==> config.mk <==
export PLATFORM = sky130hd
export DESIGN_NAME = id_hazard_sb_flat
export DESIGN_NICKNAME = d
export VERILOG_FILES = /design/src/rtl/id_hazard_sb_if.sv /design/src/rtl/id_hazard_sb.sv /design/src/flat_wrapper.sv
export SDC_FILE = /design/constraint.sdc
export NUM_CORES = 1
export LEC_CHECK = 0
export ABC_CLOCK_PERIOD_IN_PS = 2460
export CAP_MARGIN = 25
export CELL_PAD_IN_SITES_DETAIL_PLACEMENT = 0
export CELL_PAD_IN_SITES_GLOBAL_PLACEMENT = 1
export CORE_MARGIN = 3
export CORE_UTILIZATION = 26
export CTS_BUF_LIST = sky130_fd_sc_hd__clkbuf_8
export CTS_CLUSTER_SIZE = 28
export DETAILED_ROUTE_END_ITERATION = 6
export GPL_ROUTABILITY_DRIVEN = 0
export PLACE_DENSITY_LB_ADDON = 0.15
export SLEW_MARGIN = 20
export SYNTH_ARGS = -nofsm -noshare
export SYNTH_HDL_FRONTEND = slang
export SYNTH_SLANG_ARGS = --single-unit
==> constraint.sdc <==
create_clock -name clk -period 2.46 [get_ports clk]
set_input_delay 0.369 -clock clk [delete_from_list [all_inputs] [get_ports clk]]
set_output_delay 0.369 -clock clk [all_outputs]
set_load 0.005 [all_outputs]
==> src/rtl/id_hazard_sb_if.sv <==
// ID-stage hazard scoreboard bus: operand requests, ID write info, slot result data and resolved
// operands / issue control back to the ID stage.
interface id_hazard_sb_if #(
  parameter int unsigned DEPTH = 3,
  parameter int unsigned CNT_W = 16
);
  logic                   id_valid_i;
  logic                   id_rs_re_i;
  logic                   id_rt_re_i;
  logic [4:0]             id_rs_addr_i;
  logic [4:0]             id_rt_addr_i;
  logic                   id_wreg_i;
  logic [4:0]             id_wd_i;
  logic                   id_is_load_i;
  logic [31:0]            rs_rf_data_i;
  logic [31:0]            rt_rf_data_i;
  logic [32*DEPTH-1:0]    slot_wdata_i;
  logic                   stall_i;
  logic                   flush_i;
  logic [31:0]            rs_data_o;
  logic [31:0]            rt_data_o;
  logic                   issue_o;
  logic                   stallreq_o;
  logic [CNT_W-1:0]       stall_cnt_o;

  modport master (
    output id_valid_i, id_rs_re_i, id_rt_re_i, id_rs_addr_i, id_rt_addr_i,
           id_wreg_i, id_wd_i, id_is_load_i, rs_rf_data_i, rt_rf_data_i,
           slot_wdata_i, stall_i, flush_i,
    input  rs_data_o, rt_data_o, issue_o, stallreq_o, stall_cnt_o
  );

  modport slave (
    input  id_valid_i, id_rs_re_i, id_rt_re_i, id_rs_addr_i, id_rt_addr_i,
           id_wreg_i, id_wd_i, id_is_load_i, rs_rf_data_i, rt_rf_data_i,
           slot_wdata_i, stall_i, flush_i,
    output rs_data_o, rt_data_o, issue_o, stallreq_o, stall_cnt_o
  );
endinterface

==> src/rtl/id_hazard_sb.sv <==
// ID-stage hazard scoreboard: tracks in-flight writers per downstream slot, forwards operands,
// raises load-use stalls and counts hazard-stall cycles.
module id_hazard_sb #(
  parameter int unsigned DEPTH    = 3,
  parameter int unsigned LOAD_LAT = 1,
  parameter int unsigned CNT_W    = 16
) (
  input logic           clk,
  input logic           rst_n,
  id_hazard_sb_if.slave sb
);
  localparam logic [2:0] LoadLat = 3'(LOAD_LAT);

  logic [DEPTH-1:0] vld_q;
  logic [4:0]       wd_q  [DEPTH];
  logic [2:0]       lat_q [DEPTH];
  logic [CNT_W-1:0] cnt_q;

  logic [1:0]  op_re;
  logic [4:0]  op_addr [2];
  logic [31:0] op_rf   [2];
  logic [31:0] op_data [2];
  logic [1:0]  op_haz;
  logic        stallreq;
  logic        issue;
  logic        new_vld;

  always_comb begin
    op_re      = {sb.id_rt_re_i, sb.id_rs_re_i};
    op_addr[0] = sb.id_rs_addr_i;
    op_addr[1] = sb.id_rt_addr_i;
    op_rf[0]   = sb.rs_rf_data_i;
    op_rf[1]   = sb.rt_rf_data_i;
  end

  // Scan oldest to youngest so the youngest matching slot is the last assignment and wins.
  always_comb begin
    for (int o = 0; o < 2; o++) begin
      op_data[o] = op_rf[o];
      op_haz[o]  = 1'b0;
      if (!op_re[o] || op_addr[o] == 5'd0) begin
        op_data[o] = '0;
      end else begin
        for (int k = DEPTH - 1; k >= 0; k--) begin
          if (vld_q[k] && wd_q[k] == op_addr[o]) begin
            if (k >= int'(lat_q[k])) begin
              op_data[o] = sb.slot_wdata_i[32*k +: 32];
              op_haz[o]  = 1'b0;
            end else begin
              op_data[o] = op_rf[o];
              op_haz[o]  = 1'b1;
            end
          end
        end
      end
    end
  end

  always_comb begin
    stallreq = rst_n & sb.id_valid_i & (|op_haz) & ~sb.flush_i;
    issue    = rst_n & sb.id_valid_i & ~stallreq & ~sb.stall_i & ~sb.flush_i;
    new_vld  = issue & sb.id_wreg_i & (sb.id_wd_i != 5'd0);
  end

  always_ff @(posedge clk or negedge rst_n) begin
    if (!rst_n) begin
      vld_q <= '0;
      for (int k = 0; k < DEPTH; k++) begin
        wd_q[k]  <= '0;
        lat_q[k] <= '0;
      end
      cnt_q <= '0;
    end else begin
      if (!sb.stall_i) begin
        for (int k = 1; k < DEPTH; k++) begin
          vld_q[k] <= vld_q[k-1];
          wd_q[k]  <= wd_q[k-1];
          lat_q[k] <= lat_q[k-1];
        end
        vld_q[0] <= new_vld;
        wd_q[0]  <= new_vld ? sb.id_wd_i : 5'd0;
        lat_q[0] <= (new_vld && sb.id_is_load_i) ? LoadLat : 3'd0;
      end
      if (stallreq && cnt_q != '1) begin
        cnt_q <= cnt_q + 1'b1;
      end
    end
  end

  assign sb.rs_data_o   = op_data[0];
  assign sb.rt_data_o   = op_data[1];
  assign sb.issue_o     = issue;
  assign sb.stallreq_o  = stallreq;
  assign sb.stall_cnt_o = cnt_q;
endmodule

==> src/flat_wrapper.sv <==
// flat-port wrapper written by rule: the top's interface ports become plain ports
module id_hazard_sb_flat 
#(
  parameter int unsigned DEPTH    = 3,
  parameter int unsigned LOAD_LAT = 1,
  parameter int unsigned CNT_W    = 16
)
  (clk, rst_n, sb_id_valid_i, sb_id_rs_re_i, sb_id_rt_re_i, sb_id_rs_addr_i, sb_id_rt_addr_i, sb_id_wreg_i, sb_id_wd_i, sb_id_is_load_i, sb_rs_rf_data_i, sb_rt_rf_data_i, sb_slot_wdata_i, sb_stall_i, sb_flush_i, sb_rs_data_o, sb_rt_data_o, sb_issue_o, sb_stallreq_o, sb_stall_cnt_o);
  id_hazard_sb_if #(.DEPTH(DEPTH), .CNT_W(CNT_W)) sb_i ();
  input logic clk;
  input logic rst_n;
  input wire logic [$bits(sb_i.id_valid_i)-1:0] sb_id_valid_i;
  input wire logic [$bits(sb_i.id_rs_re_i)-1:0] sb_id_rs_re_i;
  input wire logic [$bits(sb_i.id_rt_re_i)-1:0] sb_id_rt_re_i;
  input wire logic [$bits(sb_i.id_rs_addr_i)-1:0] sb_id_rs_addr_i;
  input wire logic [$bits(sb_i.id_rt_addr_i)-1:0] sb_id_rt_addr_i;
  input wire logic [$bits(sb_i.id_wreg_i)-1:0] sb_id_wreg_i;
  input wire logic [$bits(sb_i.id_wd_i)-1:0] sb_id_wd_i;
  input wire logic [$bits(sb_i.id_is_load_i)-1:0] sb_id_is_load_i;
  input wire logic [$bits(sb_i.rs_rf_data_i)-1:0] sb_rs_rf_data_i;
  input wire logic [$bits(sb_i.rt_rf_data_i)-1:0] sb_rt_rf_data_i;
  input wire logic [$bits(sb_i.slot_wdata_i)-1:0] sb_slot_wdata_i;
  input wire logic [$bits(sb_i.stall_i)-1:0] sb_stall_i;
  input wire logic [$bits(sb_i.flush_i)-1:0] sb_flush_i;
  output wire logic [$bits(sb_i.rs_data_o)-1:0] sb_rs_data_o;
  output wire logic [$bits(sb_i.rt_data_o)-1:0] sb_rt_data_o;
  output wire logic [$bits(sb_i.issue_o)-1:0] sb_issue_o;
  output wire logic [$bits(sb_i.stallreq_o)-1:0] sb_stallreq_o;
  output wire logic [$bits(sb_i.stall_cnt_o)-1:0] sb_stall_cnt_o;
  assign sb_i.id_valid_i = sb_id_valid_i;
  assign sb_i.id_rs_re_i = sb_id_rs_re_i;
  assign sb_i.id_rt_re_i = sb_id_rt_re_i;
  assign sb_i.id_rs_addr_i = sb_id_rs_addr_i;
  assign sb_i.id_rt_addr_i = sb_id_rt_addr_i;
  assign sb_i.id_wreg_i = sb_id_wreg_i;
  assign sb_i.id_wd_i = sb_id_wd_i;
  assign sb_i.id_is_load_i = sb_id_is_load_i;
  assign sb_i.rs_rf_data_i = sb_rs_rf_data_i;
  assign sb_i.rt_rf_data_i = sb_rt_rf_data_i;
  assign sb_i.slot_wdata_i = sb_slot_wdata_i;
  assign sb_i.stall_i = sb_stall_i;
  assign sb_i.flush_i = sb_flush_i;
  assign sb_rs_data_o = sb_i.rs_data_o;
  assign sb_rt_data_o = sb_i.rt_data_o;
  assign sb_issue_o = sb_i.issue_o;
  assign sb_stallreq_o = sb_i.stallreq_o;
  assign sb_stall_cnt_o = sb_i.stall_cnt_o;
  id_hazard_sb #(.DEPTH(DEPTH), .LOAD_LAT(LOAD_LAT), .CNT_W(CNT_W)) u_core (.clk(clk), .rst_n(rst_n), .sb(sb_i));
endmodule
==> results.sh, run 1 <==
export IMPL_yosys_warnings=0
export IMPL_route_met2_wl_um=10500
export IMPL_required_ns=2.09
export IMPL_ff_latch_area_sq_um=877
export IMPL_cap_viol_max_count=0
export IMPL_ios=266
export IMPL_cp_start_kind="register"
export IMPL_grt_pass1_wl_um=32700
export IMPL_outcome="finished with violations"
export IMPL_post_route_drc_count=0
export IMPL_die_y_um=131
export IMPL_drt_initial_drc_count=241
export IMPL_met3WireLength_um=1470
export IMPL_hpwl_um=14900
export IMPL_drive_above_1_share=0.295
export IMPL_clock_skew_ns=0.00630
export IMPL_reg2reg_depth=10
export IMPL_worstSkewPairLatency_ns=0.28
export IMPL_utilization=0.544
export IMPL_hold_violations=0
export IMPL_cts_tree="built"
export IMPL_max_freq_mhz=364
export IMPL_nNetsFinal=1038
export IMPL_vias=5528
export IMPL_start_util=0.267
export IMPL_dieWidth_um=131
export IMPL_finalMaxSlewViolations=0
export IMPL_postSynthAreaPerCell_sq_um=8.07
export IMPL_synth_edff_count=0
export IMPL_setup_viol=66
export IMPL_portBuffers=265
export IMPL_cts_root_buf="clkbuf_8"
export IMPL_dr_pass1_iters=4
export IMPL_via_per_inst=5.19
export IMPL_fin_area_sq_mm=0.00830
export IMPL_finalPower_mw=1.91
export IMPL_min_path_type="reg -> reg"
export IMPL_leakagePower_nw=3.34
export IMPL_synth_ff_latch_count=35
export IMPL_cts_sinks=35
export IMPL_wl_um=21900
export IMPL_tightest_slew_ns=0.438
export IMPL_coreArea_sq_mm=0.0153
export IMPL_whs_ns=0.496
export IMPL_drtAntennaViolNets=0
export IMPL_antenna_found_initial=1
export IMPL_syn_to_final_growth_pct=104
export IMPL_clkTransAtPathRegs_ns=0.07
export IMPL_async_flop_share=1.00
export IMPL_dieArea_sq_mm=0.0172
export IMPL_ys_seq_area_frac=0.215
export IMPL_multi_input_area_sq_mm=0.00326
export IMPL_whs_path_depth=1
export IMPL_crit_fanout=7
export IMPL_path_class="reg -> out"
export IMPL_period_minus_slack_ns=2.75
export IMPL_fillers=1418
export IMPL_vdd_drop_max_v=0.000267
export IMPL_grt_setup_unrepaired="true"
export IMPL_max_slew_margin_rel=0.708
export IMPL_worst_slack_ns=-0.291
export IMPL_synthesis_area_sq_mm=0.00408
export IMPL_layout_worst_path_cycle_share=1.12
export IMPL_met1_length_um=9120
export IMPL_grt_ovfl_total=0
export IMPL_power_density_mw_per_mm2=230
export IMPL_highest_layer="met4"
export IMPL_endpoint_kind="output pin"
export IMPL_synth_cell_types=38
export IMPL_cp_arrival_ns=2.38
export IMPL_grt_pass1_vias=5638
export IMPL_synth_cells=505
export IMPL_grt_max_degree=43
export IMPL_postPlaceCellArea_sq_mm=0.00739
export IMPL_fp_row_count=45
export IMPL_violations="negative setup slack"
export IMPL_numCtsBuffers=5
export IMPL_dp_slack_ns=-0.836
export IMPL_track_usage=0.236
export IMPL_h_tree_depth=2
export IMPL_clock_path_buffers=2
export IMPL_synth_ff_type="dfrtp_1"
export IMPL_wire_per_inst_um=20.6
export IMPL_synth_nets=690
## layer usage
layer | vias up | GRT usage
li1 | 2611 | -
met1 | 2634 | 0.289
met2 | 237 | 0.407
met3 | 46 | 0.0486
met4 | 0 | 0.0875
met5 | - | 0
## sequential cells by signal, indices dropped and copies added (netlist names)
signal and count:
u_core.wd_q 15, u_core.lat_q 1, u_core.vld_q 3, u_core.sb.stall_cnt_o 16
## layout by cell type, fill, tap and decap left out, types with 3 or more instances in the layout
cell             count
a21oi_1             64
nor2_1               5
clkbuf_2             9
buf_12              23
a22o_1               5
nor3_1               3
mux2i_4              4
mux2_2              13
buf_16               7
nand2_1             72
clkdlybuf4s50_1    189
xnor2_1             21
buf_8                4
nand3_1             10
buf_4               60
mux2i_1             57
mux2i_2              3
xor2_1              22
nand4_1              4
o221ai_2             7
dlygate4sd2_1        5
dfrtp_1             34
clkbuf_8             5
buf_2               58
o221ai_1            57
nor2b_1             33
and3_1               4
buf_6               23
and4_1               5
nor4_2               5
## kinds of logic after synthesis
| family | after synthesis | share of synthesized area |
|---|---|---|
| AO/OA/AOI/OAI | 141 | 0.243 |
| XOR/XNOR | 45 | 0.0967 |
| multiplexers | 77 | 0.193 |
| adder cells (fa/ha/maj) | 1 | 0.00307 |
| buffers and inverters | 44 | 0.0451 |
| flip-flops | 35 | 0.215 |
| AND/OR/NAND/NOR | 162 | 0.204 |
## critical path, cell delays in order, from the launching register on
cell      delay (ns)
dfrtp_1         0.39
buf_6           0.13
xor2_2          0.14
nor4_2          0.32
and3_4          0.27
buf_8           0.12
buf_12          0.13
buf_4           0.12
mux2i_4         0.22
o221ai_2        0.13
buf_2           0.14
## cell type report
| type | count | share of cell area |
|---|---|---|
| timing repair buffer | 384 | 0.456 |
| multi-input combinational | 426 | 0.393 |
| sequential | 35 | 0.106 |
| tap | 211 | 0.0318 |
| clock buffer | 5 | 0.00829 |
| clock inverter | 2 | 0.00452 |
| inverter | 1 | 0.000452 |
| antenna | 1 | 0.000302 |
## timing repair
action	CTS	global route
pin swaps	49	53
resized for setup	315	51
setup endpoints to repair	75	67
setup buffers	38	25
hold buffers	0	0
gates cloned	7	2
## cell usage after synthesis (2+ instances only)
cell / number / area (sq um)
a21oi_1: 64 / 320
a21oi_2: 2 / 17.5
a22o_1: 5 / 43.8
and3_1: 6 / 37.5
and4_1: 5 / 43.8
buf_1: 7 / 26.3
buf_2: 6 / 30.0
buf_4: 3 / 22.5
clkbuf_1: 27 / 101
dfrtp_1: 35 / 876
mux2_2: 13 / 146
mux2i_1: 64 / 641
nand2_1: 76 / 285
nand3_1: 10 / 50.1
nand4_1: 4 / 25.0
nor2_1: 6 / 22.5
nor2b_1: 33 / 206
nor3_1: 7 / 35.0
nor4_1: 4 / 25.0
o21ai_2: 2 / 17.5
o221ai_1: 64 / 561
or4_1: 3 / 22.5
xnor2_1: 22 / 193
xor2_1: 23 / 201
## power by group
group          switching (mW)  internal (mW)
logic                   0.315          0.489
registers              0.0120          0.584
clock network           0.210          0.296
## worst paths after layout
| path | from | end | slack (ns) |
|---|---|---|---|
| worst max register to register | u_core.wd_q[12] | u_core.sb.stall_cnt_o[10] | 0.18 |
| min in group asynchronous | rst_n | u_core.sb.stall_cnt_o[14] | 0.51 |
| max in group asynchronous | rst_n | u_core.lat_q[6] | 1.62 |
| worst min-delay path | u_core.sb.stall_cnt_o[6] | u_core.sb.stall_cnt_o[6] | 0.50 |
| worst max-delay path | u_core.wd_q[0] | sb_rs_data_o[24] | -0.29 |
| worst min register to register | u_core.sb.stall_cnt_o[6] | u_core.sb.stall_cnt_o[6] | 0.50 |
## per-stage QoR
stage	setup TNS, ns	std cells
after floorplan	0	505
after global placement	-53.04	989
after detailed placement	-55.94	989
after CTS	-12.58	1041
after global routing	-18.35	1065
final	-10.87	1065
(Power assumes the default switching activity.)
==> run 2, diff against run 1 <==
--- a/config.mk
+++ b/config.mk
@@ -5,12 +5,13 @@
 export SDC_FILE = /design/constraint.sdc
 export NUM_CORES = 1
 export LEC_CHECK = 0
+export ABC_AREA = 1
 export ABC_CLOCK_PERIOD_IN_PS = 2460
 export CAP_MARGIN = 25
 export CELL_PAD_IN_SITES_DETAIL_PLACEMENT = 0
 export CELL_PAD_IN_SITES_GLOBAL_PLACEMENT = 1
 export CORE_MARGIN = 3
-export CORE_UTILIZATION = 26
+export CORE_UTILIZATION = 27
 export CTS_BUF_LIST = sky130_fd_sc_hd__clkbuf_8
 export CTS_CLUSTER_SIZE = 28
 export DETAILED_ROUTE_END_ITERATION = 6
==> results.sh, run 2 <==
export IMPL_outcome="finished with violations"
export IMPL_violations="negative setup slack"
export IMPL_synthesis_area_sq_mm=0.00578
export IMPL_grt_pass1_wl_um=44600
export IMPL_leakagePower_nw=5.49
export IMPL_reg2reg_depth=11
export IMPL_internal_power_mw=1.43
export IMPL_ios=266
export IMPL_p_sw_mw=0.766
export IMPL_cts_root_buf="clkbuf_8"
export IMPL_combPwrFrac=0.480
export IMPL_grt_ovfl_total=0
export IMPL_dp_cells=1731
export IMPL_track_usage=0.230
export IMPL_via_per_inst=4.80
export IMPL_path_class="reg -> out"
export IMPL_finalPower_mw=2.20
export IMPL_max_slew_margin_rel=0.684
export IMPL_min_path_type="in -> async"
export IMPL_netlist_area_leader_share=0.202
export IMPL_yosys_top_cells_count="312 x nor2_1, 281 x nand2_1, 167 x inv_1, 77 x nand3_1, 74 x nand4_1"
export IMPL_swShare=0.348
export IMPL_worst_slack_ns=-0.0868
export IMPL_portBuffers=265
export IMPL_grt_max_degree=53
export IMPL_antenna_found_initial=2
export IMPL_period_minus_slack_ns=2.55
export IMPL_pwr_share_seq=0.271
export IMPL_tns_ns=-1.59
export IMPL_synth_ff_latch_count=35
export IMPL_clockPowerShare=0.249
export IMPL_regToRegSetupSlack_ns=0.52
export IMPL_drtAntennaViolNets=0
export IMPL_wire_per_inst_um=16.3
export IMPL_crit_fanout=8
export IMPL_synth_top_area_cell="nor2_1"
export IMPL_drive_above_1_share=0.231
export IMPL_h_tree_depth=2
export IMPL_setup_viol=36
export IMPL_hold_violations=0
export IMPL_coreArea_sq_mm=0.0206
export IMPL_largest_reg_flops=16
export IMPL_dieWidth_um=152
export IMPL_r2r_start="u_core.sb.stall_cnt_o[0]"
export IMPL_vdd_drop_max_v=0.000220
export IMPL_fp_row_count=52
export IMPL_dp_slack_ns=-0.583
export IMPL_power_density_mw_per_mm2=209
export IMPL_clock_path_buffers=2
export IMPL_tightest_slew_ns=0.474
export IMPL_synth_nets=1359
export IMPL_synth_top_cells_by_area="nor2_1 20%, nand2_1 18%, dfrtp_1 15%, inv_1 11%, nand4_1 8.0%"
export IMPL_dr_pass1_iters=5
export IMPL_vias=8581
export IMPL_synthMostInstantiatedCell="nor2_1"
export IMPL_final_common_cell="nand2_1"
export IMPL_cts_tree="built"
export IMPL_max_freq_mhz=393
export IMPL_cp_arrival_ns=2.18
export IMPL_endpoint_kind="output pin"
export IMPL_synth_edff_count=0
export IMPL_synth_cell_types=27
export IMPL_layout_worst_path_cycle_share=1.04
export IMPL_endpoint="sb_rt_data_o[7]"
export IMPL_postSynthAreaPerCell_sq_um=4.93
export IMPL_required_ns=2.09
export IMPL_cp_startpoint="u_core.wd_q[7]"
export IMPL_clkTransAtPathRegs_ns=0.09
export IMPL_grt_setup_unrepaired="true"
export IMPL_wl_um=29100
export IMPL_worstReg2RegEnd="u_core.sb.stall_cnt_o[4]"
export IMPL_cts_sinks=35
export IMPL_ys_seq_area_frac=0.151
export IMPL_yosys_warnings=0
export IMPL_cts_hold_buf=0
export IMPL_post_route_drc_count=0
export IMPL_numCtsBuffers=5
export IMPL_synth_ff_type="dfrtp_1"
export IMPL_nNetsFinal=1697
export IMPL_final_cell_mix="272 x nand2_1, 252 x nor2_1, 189 x clkdlybuf4s50_1"
export IMPL_start_util=0.280
export IMPL_cap_viol_max_count=0
export IMPL_clock_skew_ns=0.00842
export IMPL_worstSkewPairLatency_ns=0.30
export IMPL_synth_cells=1174
export IMPL_finalMaxSlewViolations=0
export IMPL_async_flop_share=1.00
export IMPL_cp_start_kind="register"
export IMPL_dieArea_sq_mm=0.0232
export IMPL_drt_initial_drc_count=482
export IMPL_syn_to_final_growth_pct=82.0
export IMPL_hpwl_um=21000
export IMPL_layout_cells_non_filler=1786
export IMPL_grt_pass1_vias=8142
export IMPL_die_y_um=152
## run 2: cell count changes after synthesis, sizes merged, moves of 30 or more
cell / delta
buf: +30
inv: +178
mux2i: -64
nand2: +208
nand3: +72
nand4: +70
nor2: +312
nor2b: -33
o21ai: +30
o221ai: -64
## run 2: layer usage
metal / vias up / track usage / routed length [um]
met5: - / 0 / 0
met4: 0 / 0.0407 / 459
met3: 36 / 0.0293 / 1660
met2: 292 / 0.385 / 13800
met1: 3898 / 0.320 / 13200
li1: 4355 / - / -
## run 2: worst max-delay path, cell delays in order, from the launching register on
cell     delay [ns]
dfrtp_1        0.45
buf_6          0.13
buf_6          0.09
o22ai_4        0.08
nor2_4         0.12
nand3_4        0.12
buf_12         0.16
buf_6          0.12
buf_12         0.13
nor2_2         0.08
nor2_1         0.04
nand2_1        0.06
nand2_1        0.06
nor2_1         0.09
buf_2          0.14
## run 2: how the worst min path moves through the flow
stage	cells past startpoint	start	endpoint	slack (ns)
6_report	2	rst_n	u_core.sb.stall_cnt_o[11]	0.54
5_1_grt	2	u_core.sb.stall_cnt_o[15]	u_core.sb.stall_cnt_o[15]	0.56
4_1_cts	2	u_core.sb.stall_cnt_o[15]	u_core.sb.stall_cnt_o[15]	0.55
2_1_floorplan	0	rst_n	u_core.lat_q[6]	0.07
3_3_place_gp	1	u_core.sb.stall_cnt_o[0]	u_core.sb.stall_cnt_o[0]	0.52
3_5_place_dp	2	u_core.sb.stall_cnt_o[15]	u_core.sb.stall_cnt_o[15]	0.52
## run 2: metrics by stage
stage          hold slack (ns)  area (sq um)   util
2_1_floorplan           0.0734          5780      -
3_3_place_gp             0.518          9480  0.460
3_5_place_dp             0.521          9480  0.460
4_1_cts                  0.545          9920  0.481
5_1_grt                  0.564         10500  0.510
6_report                 0.543         10500  0.510
## run 2: logic make-up after synthesis
family                     Yosys count  synth area share
and+or+nand+nor                    767             0.559
xor gates and xnor gates             7            0.0106
AOI/OAI and AO/OA                  116             0.105
adders and majority gates            1           0.00216
DFF                                 35             0.151
buffers and inverters              248             0.171
## run 2: cell type report
| cell class | count | area [sq um] |
|---|---|---|
| clock buffers | 5 | 68.8 |
| fillers | 2207 | 10100 |
| inverters | 179 | 672 |
| flip-flops and latches | 35 | 881 |
| well taps | 270 | 338 |
| multi-input cells | 891 | 4480 |
| clock inverters | 3 | 46.3 |
| diodes | 3 | 7.51 |
| repair buffers | 400 | 4040 |
## run 2: what timing repair did
item                       4_1_cts  5_1_grt
setup buffers                   23       20
gates resized for setup        299      161
cloned                           6        7
pin swaps                       35       85
setup endpoints to repair       66       65
## run 2: power groups by stage
stage | combinational (mW) | sequential [mW] | clock [mW]
final | 1.06 | 0.597 | 0.547
after CTS | 1.01 | 0.595 | 0.557
after global placement | 1.04 | 0.606 | 0
after global routing | 1.16 | 0.598 | 0.574
after detailed placement | 1.03 | 0.607 | 0
after floorplan | 0.381 | 0.602 | 0
==> run 3, diff against run 2 <==
--- a/config.mk
+++ b/config.mk
@@ -6,18 +6,17 @@
 export NUM_CORES = 1
 export LEC_CHECK = 0
 export ABC_AREA = 1
-export ABC_CLOCK_PERIOD_IN_PS = 2460
+export ABC_CLOCK_PERIOD_IN_PS = 3050
 export CAP_MARGIN = 25
 export CELL_PAD_IN_SITES_DETAIL_PLACEMENT = 0
 export CELL_PAD_IN_SITES_GLOBAL_PLACEMENT = 1
 export CORE_MARGIN = 3
-export CORE_UTILIZATION = 27
+export CORE_UTILIZATION = 29
 export CTS_BUF_LIST = sky130_fd_sc_hd__clkbuf_8
 export CTS_CLUSTER_SIZE = 28
 export DETAILED_ROUTE_END_ITERATION = 6
 export GPL_ROUTABILITY_DRIVEN = 0
 export PLACE_DENSITY_LB_ADDON = 0.15
-export SLEW_MARGIN = 20
 export SYNTH_ARGS = -nofsm -noshare
 export SYNTH_HDL_FRONTEND = slang
 export SYNTH_SLANG_ARGS = --single-unit
==> constraint.sdc (replaced) <==
create_clock -name clk -period 3.05 [get_ports clk]
set_input_delay 0.4575 -clock clk [delete_from_list [all_inputs] [get_ports clk]]
set_output_delay 0.4575 -clock clk [all_outputs]
set_load 0.005 [all_outputs]
==> results.sh, run 3 (same netlist as run 2, synthesis figures left out) <==
export IMPL_tightest_slew_ns=0.463
export IMPL_grt_ovfl_total=0
export IMPL_whs_ns=0.524
export IMPL_grt_setup_unrepaired="true"
export IMPL_layout_worst_path_cycle_share=0.966
export IMPL_fillers=2142
export IMPL_finalPower_mw=1.70
export IMPL_dp_slack_ns=-0.198
export IMPL_endpoint_kind="output pin"
export IMPL_coreArea_sq_mm=0.0195
export IMPL_reg2reg_depth=14
export IMPL_dieArea_sq_mm=0.0217
export IMPL_clock_skew_ns=0.00779
export IMPL_numCtsBuffers=5
export IMPL_cpMaxStageDelayCell="clkdlybuf4s50_1"
export IMPL_clock_path_buffers=2
export IMPL_max_slew_margin_rel=0.692
export IMPL_via_per_inst=4.76
export IMPL_min_path_type="reg -> reg"
export IMPL_nNetsFinal=1633
export IMPL_drt_initial_drc_count=450
export IMPL_cp_buffers_inverters=5
export IMPL_dieWidth_um=147
export IMPL_wl_um=26400
export IMPL_worstSkewPairLatency_ns=0.29
export IMPL_hold_violations=0
export IMPL_cts_tree="built"
export IMPL_regToRegSetupSlack_ns=0.91
export IMPL_critical_path_top_delay_family="buffers and inverters"
export IMPL_ios=266
export IMPL_hpwl_um=19900
export IMPL_utilization=0.486
export IMPL_finalMaxSlewViolations=0
export IMPL_hold_path_end="u_core.sb.stall_cnt_o[6]"
export IMPL_grt_pass1_wl_um=41300
export IMPL_dr_pass1_iters=5
export IMPL_cpPeakStageDelay_ns=0.52
export IMPL_diodes=0
export IMPL_period_minus_slack_ns=2.95
export IMPL_grt_max_degree=47
export IMPL_clkTransAtPathRegs_ns=0.08
export IMPL_post_route_drc_count=0
export IMPL_syn_to_final_growth_pct=63.9
export IMPL_outcome="complete, no violations"
export IMPL_max_freq_mhz=339
export IMPL_drtAntennaViolNets=0
export IMPL_cts_sinks=35
export IMPL_grt_pass1_vias=7852
export IMPL_cts_root_buf="clkbuf_8"
export IMPL_holdCritStartpoint="u_core.sb.stall_cnt_o[6]"
export IMPL_final_cell_mix="309 x nor2_1, 281 x nand2_1, 246 x clkdlybuf4s50_1"
export IMPL_crit_fanout=15
export IMPL_power_density_mw_per_mm2=180
export IMPL_path_class="in -> out"
export IMPL_cp_start_kind="input pin"
export IMPL_whs_path_depth=1
export IMPL_wire_per_inst_um=15.4
export IMPL_cap_viol_max_count=0
export IMPL_start_util=0.296
export IMPL_largest_reg_flops=16
export IMPL_worst_slack_ns=0.102
export IMPL_path_cells="clkdlybuf4s15_1 -> inv_2 -> buf_4 -> nor2_1 -> nor2_2 -> nand3_4 -> bufbuf_16 -> nand3_1 -> nand2_1 -> nand2_1 -> nor2_1 -> clkdlybuf4s50_1"
export IMPL_cp_arrival_ns=2.49
export IMPL_r2r_start="u_core.wd_q[13]"
export IMPL_h_tree_depth=2
export IMPL_drive_above_1_share=0.0856
export IMPL_antenna_found_initial=0
export IMPL_leakagePower_nw=4.95
export IMPL_required_ns=2.59
export IMPL_setup_viol=0
export IMPL_final_common_cell="nor2_1"
export IMPL_vias=8161
export IMPL_vdd_drop_max_v=0.000233
export IMPL_worstReg2RegEnd="u_core.sb.stall_cnt_o[2]"
export IMPL_die_y_um=147
export IMPL_fp_row_count=51
export IMPL_track_usage=0.230
export IMPL_portBuffers=265
[run 3: timing repair]
action / 4_1_cts / 5_1_grt
hold buffers: 0 / 0
pin swaps: 6 / 2
setup buffers: 5 / 1
gates resized for setup: 29 / 19
setup endpoints to repair: 64 / 48
gates cloned: 1 / 3
[run 3: cell type report]
type	count	area (sq um)	area share
tap	265	332	0.0350
multi-input combinational	891	4020	0.424
clock inverter	3	43.8	0.00462
inverter	179	678	0.0715
clock buffer	5	68.8	0.00726
timing repair buffer	336	3460	0.365
sequential	35	880	0.0928
[run 3: worst register-to-register path, cell delays in order, from the launching register on]
cell and delay, ns:
dfrtp_1 0.40, inv_1 0.08, a21oi_1 0.14, nand2_1 0.11, nor2_4 0.15, buf_4 0.12, buf_4 0.09, nand3_1 0.08
nand2_2 0.10, buf_4 0.13, nand3_2 0.22, inv_1 0.25, nand2_1 0.07, nand2_1 0.06, nand2_1 0.05
[run 3: worst max path at each step]
stage	start	end	slack, ns	cells past startpoint
6_report	sb_id_rs_addr_i[0]	sb_rs_data_o[12]	0.10	12
5_1_grt	u_core.wd_q[4]	sb_rt_data_o[31]	-0.002	10
4_1_cts	sb_id_rs_addr_i[1]	sb_rs_data_o[16]	0.0009	13
3_5_place_dp	sb_id_rt_addr_i[3]	sb_rt_data_o[16]	-0.20	9
3_3_place_gp	sb_id_rt_addr_i[3]	sb_rt_data_o[16]	-0.25	9
2_1_floorplan	sb_id_rt_addr_i[4]	sb_rt_data_o[11]	1.14	12
[run 3: per-layer routing]
metal | up-vias | part of all wire | track usage
met5 | - | 0 | 0
met2 | 271 | 0.48 | 0.404
met4 | 0 | 0.014 | 0.0363
met3 | 25 | 0.059 | 0.0281
met1 | 3644 | 0.45 | 0.307
li1 | 4221 | - | -
[run 3: power by group]
part	switching, mW	total [mW]	internal [mW]	leakage, nW
Sequential	0.0119	0.483	0.471	0.469
Clock	0.185	0.429	0.244	0.0581
Combinational	0.366	0.790	0.424	4.43
[run 3: per-stage QoR]
step | area [sq um] | setup TNS, ns | std cells
global route | 9480 | -0.00160 | 1714
floorplan | 5780 | 0 | 1174
CTS | 9360 | 0 | 1710
global placement | 9130 | -8.58 | 1696
finish | 9480 | 0 | 1714
detailed placement | 9130 | -7.29 | 1696
==> RTL change (flow settings as in run 1) <==
`CNT_W` is set to 16 in 3 places; all go to 20.
--- a/src/rtl/id_hazard_sb_if.sv
+++ b/src/rtl/id_hazard_sb_if.sv
@@ -3,5 +3,5 @@
 interface id_hazard_sb_if #(
   parameter int unsigned DEPTH = 3,
-  parameter int unsigned CNT_W = 16
+  parameter int unsigned CNT_W = 20
 );
   logic                   id_valid_i;
--- a/src/rtl/id_hazard_sb.sv
+++ b/src/rtl/id_hazard_sb.sv
@@ -4,5 +4,5 @@
   parameter int unsigned DEPTH    = 3,
   parameter int unsigned LOAD_LAT = 1,
-  parameter int unsigned CNT_W    = 16
+  parameter int unsigned CNT_W    = 20
 ) (
   input logic           clk,
--- a/src/flat_wrapper.sv
+++ b/src/flat_wrapper.sv
@@ -4,5 +4,5 @@
   parameter int unsigned DEPTH    = 3,
   parameter int unsigned LOAD_LAT = 1,
-  parameter int unsigned CNT_W    = 16
+  parameter int unsigned CNT_W    = 20
 )
   (clk, rst_n, sb_id_valid_i, sb_id_rs_re_i, sb_id_rt_re_i, sb_id_rs_addr_i, sb_id_rt_addr_i, sb_id_wreg_i, sb_id_wd_i, sb_id_is_load_i, sb_rs_rf_data_i, sb_rt_rf_data_i, sb_slot_wdata_i, sb_stall_i, sb_flush_i, sb_rs_data_o, sb_rt_data_o, sb_issue_o, sb_stallreq_o, sb_stall_cnt_o);
Interface: changed (resized sb_stall_cnt_o); port bits go from 266 to 270. No check against the original RTL was run, so the function may have changed too.
==> RTL change against run 1 <==
- the flow still finishes with violations (setup timing)
- cell area is 17% higher
- register-to-register slack worse by 90 ps
- setup slack better by 210 ps
- largest power group unchanged
- sequential cell count is 4 higher
- routed wire length is 32% higher
- clock skew is 4.4 ps higher
- area after synthesis is 20% higher
- power is 21% higher
==> RTL change: results (changes against run 1) <==
* Outcome: finished, violations left
* Failing checks: setup timing
* Seq pwr share at 28.8% (-2.5 points)
* Async SR Flop Fraction at 100% (unchanged)
* Crit-path max FO at 5 (-2)
* Slowest cell on crit path: or4_4
* Comb_multi_in at 597 (+40%)
* DP Worst Slack at -790 ps (+46.5 ps)
* NonClk Buf Share at 38.0% (-7.6 points)
* Top cells by area, synth: dfrtp_1 20%, a211oi_1 10%, a21oi_1 7.9%
* Inverter count at 2 (+1)
* Worst path top cell family by delay: simple AND/OR/NAND/NOR gates
* Hold WS at 409 ps (-87.0 ps)
* Hold WC Path Type: input port to asynchronous set/reset pin
* Max FFs per register at 20 (+4)
* Number of non-clock buffers at 369 (-3.9%)
* Initial antenna violation count at 0 (-1)
* Largest class: multi-input combinational cells
* Fill cells at 1689 (+19%)
* Die X at 143 um (+9.3%)
* Setup TNS at -998 ps (+9870 ps)
* Setup Viol. Count Final at 36 (-45%)
* Clock network contribution to total cell area at 1.40% (+0.12 points)
* GRT Total Usage at 26.1% (+2.6 points)
* LEAKAGE at 3.65 nW (+9.3%)
* Pwr/cell area at 238 nW/um^2 (+3.8%)
* Met1 track demand over resource at 35.3% (+6.4 points)
* Most instantiated cells after synthesis: 101 x nor2_1, 78 x a21oi_1, 78 x nand3_1
* Routed WL at 28900 um (+32%)
* Average routed wire per standard cell at 23.2 um (+13%)
* Post-synthesis xor/xnor area fraction at 8.74% (-0.93 points)
* Worst endpoint data arrival time at 2170 ps (-210 ps)
* Global-route wire length before repair at 42400 um (+30%)
* Share of cells above drive strength 1 at 35.6% (+6.0 points)
* Fraction of the mapped netlist area in adder cells at 0.255% (-0.052 points)
* Setup Skew at 10.7 ps (+4.36 ps)
* Worst-skew pair later-pin latency at 300 ps (+20 ps)
* Vias/cell at 5.87 (+13%)
* Syn avg cell area at 6.90 um^2 (-15%)
* Post-synthesis mux area share at 2.98% (-16 points)
* Final setup margin at -81.5 ps (+209 ps)
* Power in the clock group at 647 uW (+28%)
* DR iter-0 viols at 491 (+100%)
* Wire length on met2 at 13400 um (+28%)
* Seq/Total Area, Yosys at 19.9% (-1.6 points)
* Largest net degree at the start of global routing at 54 (+26%)
* WL met1 at 12300 um (+35%)
* R2R depth at 7 (-3)
* Multi-input logic area at 4600 um^2 (+41%)
* Port Buf Inserts at 269 (+1.5%)
* Internal power at 1.61 mW (+18%)
* Global Route met2 Usage at 43.1% (+2.3 points)
* R2r setup slk at 90 ps (-90 ps)
* Syn Nets at 897 (+30%)
* Relative slew slack at 57.1% (-14 points)
* Compound-cell area share of the yosys netlist at 35.6% (+11 points)
* Met3 wire len at 2150 um (+46%)
* Biggest cell delay along the critical path at 580 ps (+190 ps)
* Sequential cell area at 992 um^2 (+13%)
* Peak supply drop at 255 uV (-4.7%)
-- RTL change: path summary, 6_finish.rpt --
path	end	start
min reg2reg	u_core.sb.stall_cnt_o[18]$_DFFE_PN0P_	u_core.sb.stall_cnt_o[18]$_DFFE_PN0P_
max	sb_issue_o	sb_id_rt_addr_i[1]
max in group asynchronous	u_core.lat_q[6]$_DFFE_PN0N_	rst_n
min	u_core.sb.stall_cnt_o[4]$_DFFE_PN0P_	rst_n
max reg2reg	u_core.sb.stall_cnt_o[1]$_DFFE_PN0P_	u_core.wd_q[12]$_DFFE_PN0N_
min in group clk	u_core.sb.stall_cnt_o[18]$_DFFE_PN0P_	u_core.sb.stall_cnt_o[18]$_DFFE_PN0P_
-- RTL change: what timing repair did --
action	CTS	global route
endpoints found under the hold margin	2	0
hold buffers	1	0
cloned	13	2
buffers inserted	21	5
setup endpoints to repair	79	67
pin swaps	149	39
resized for setup	469	56
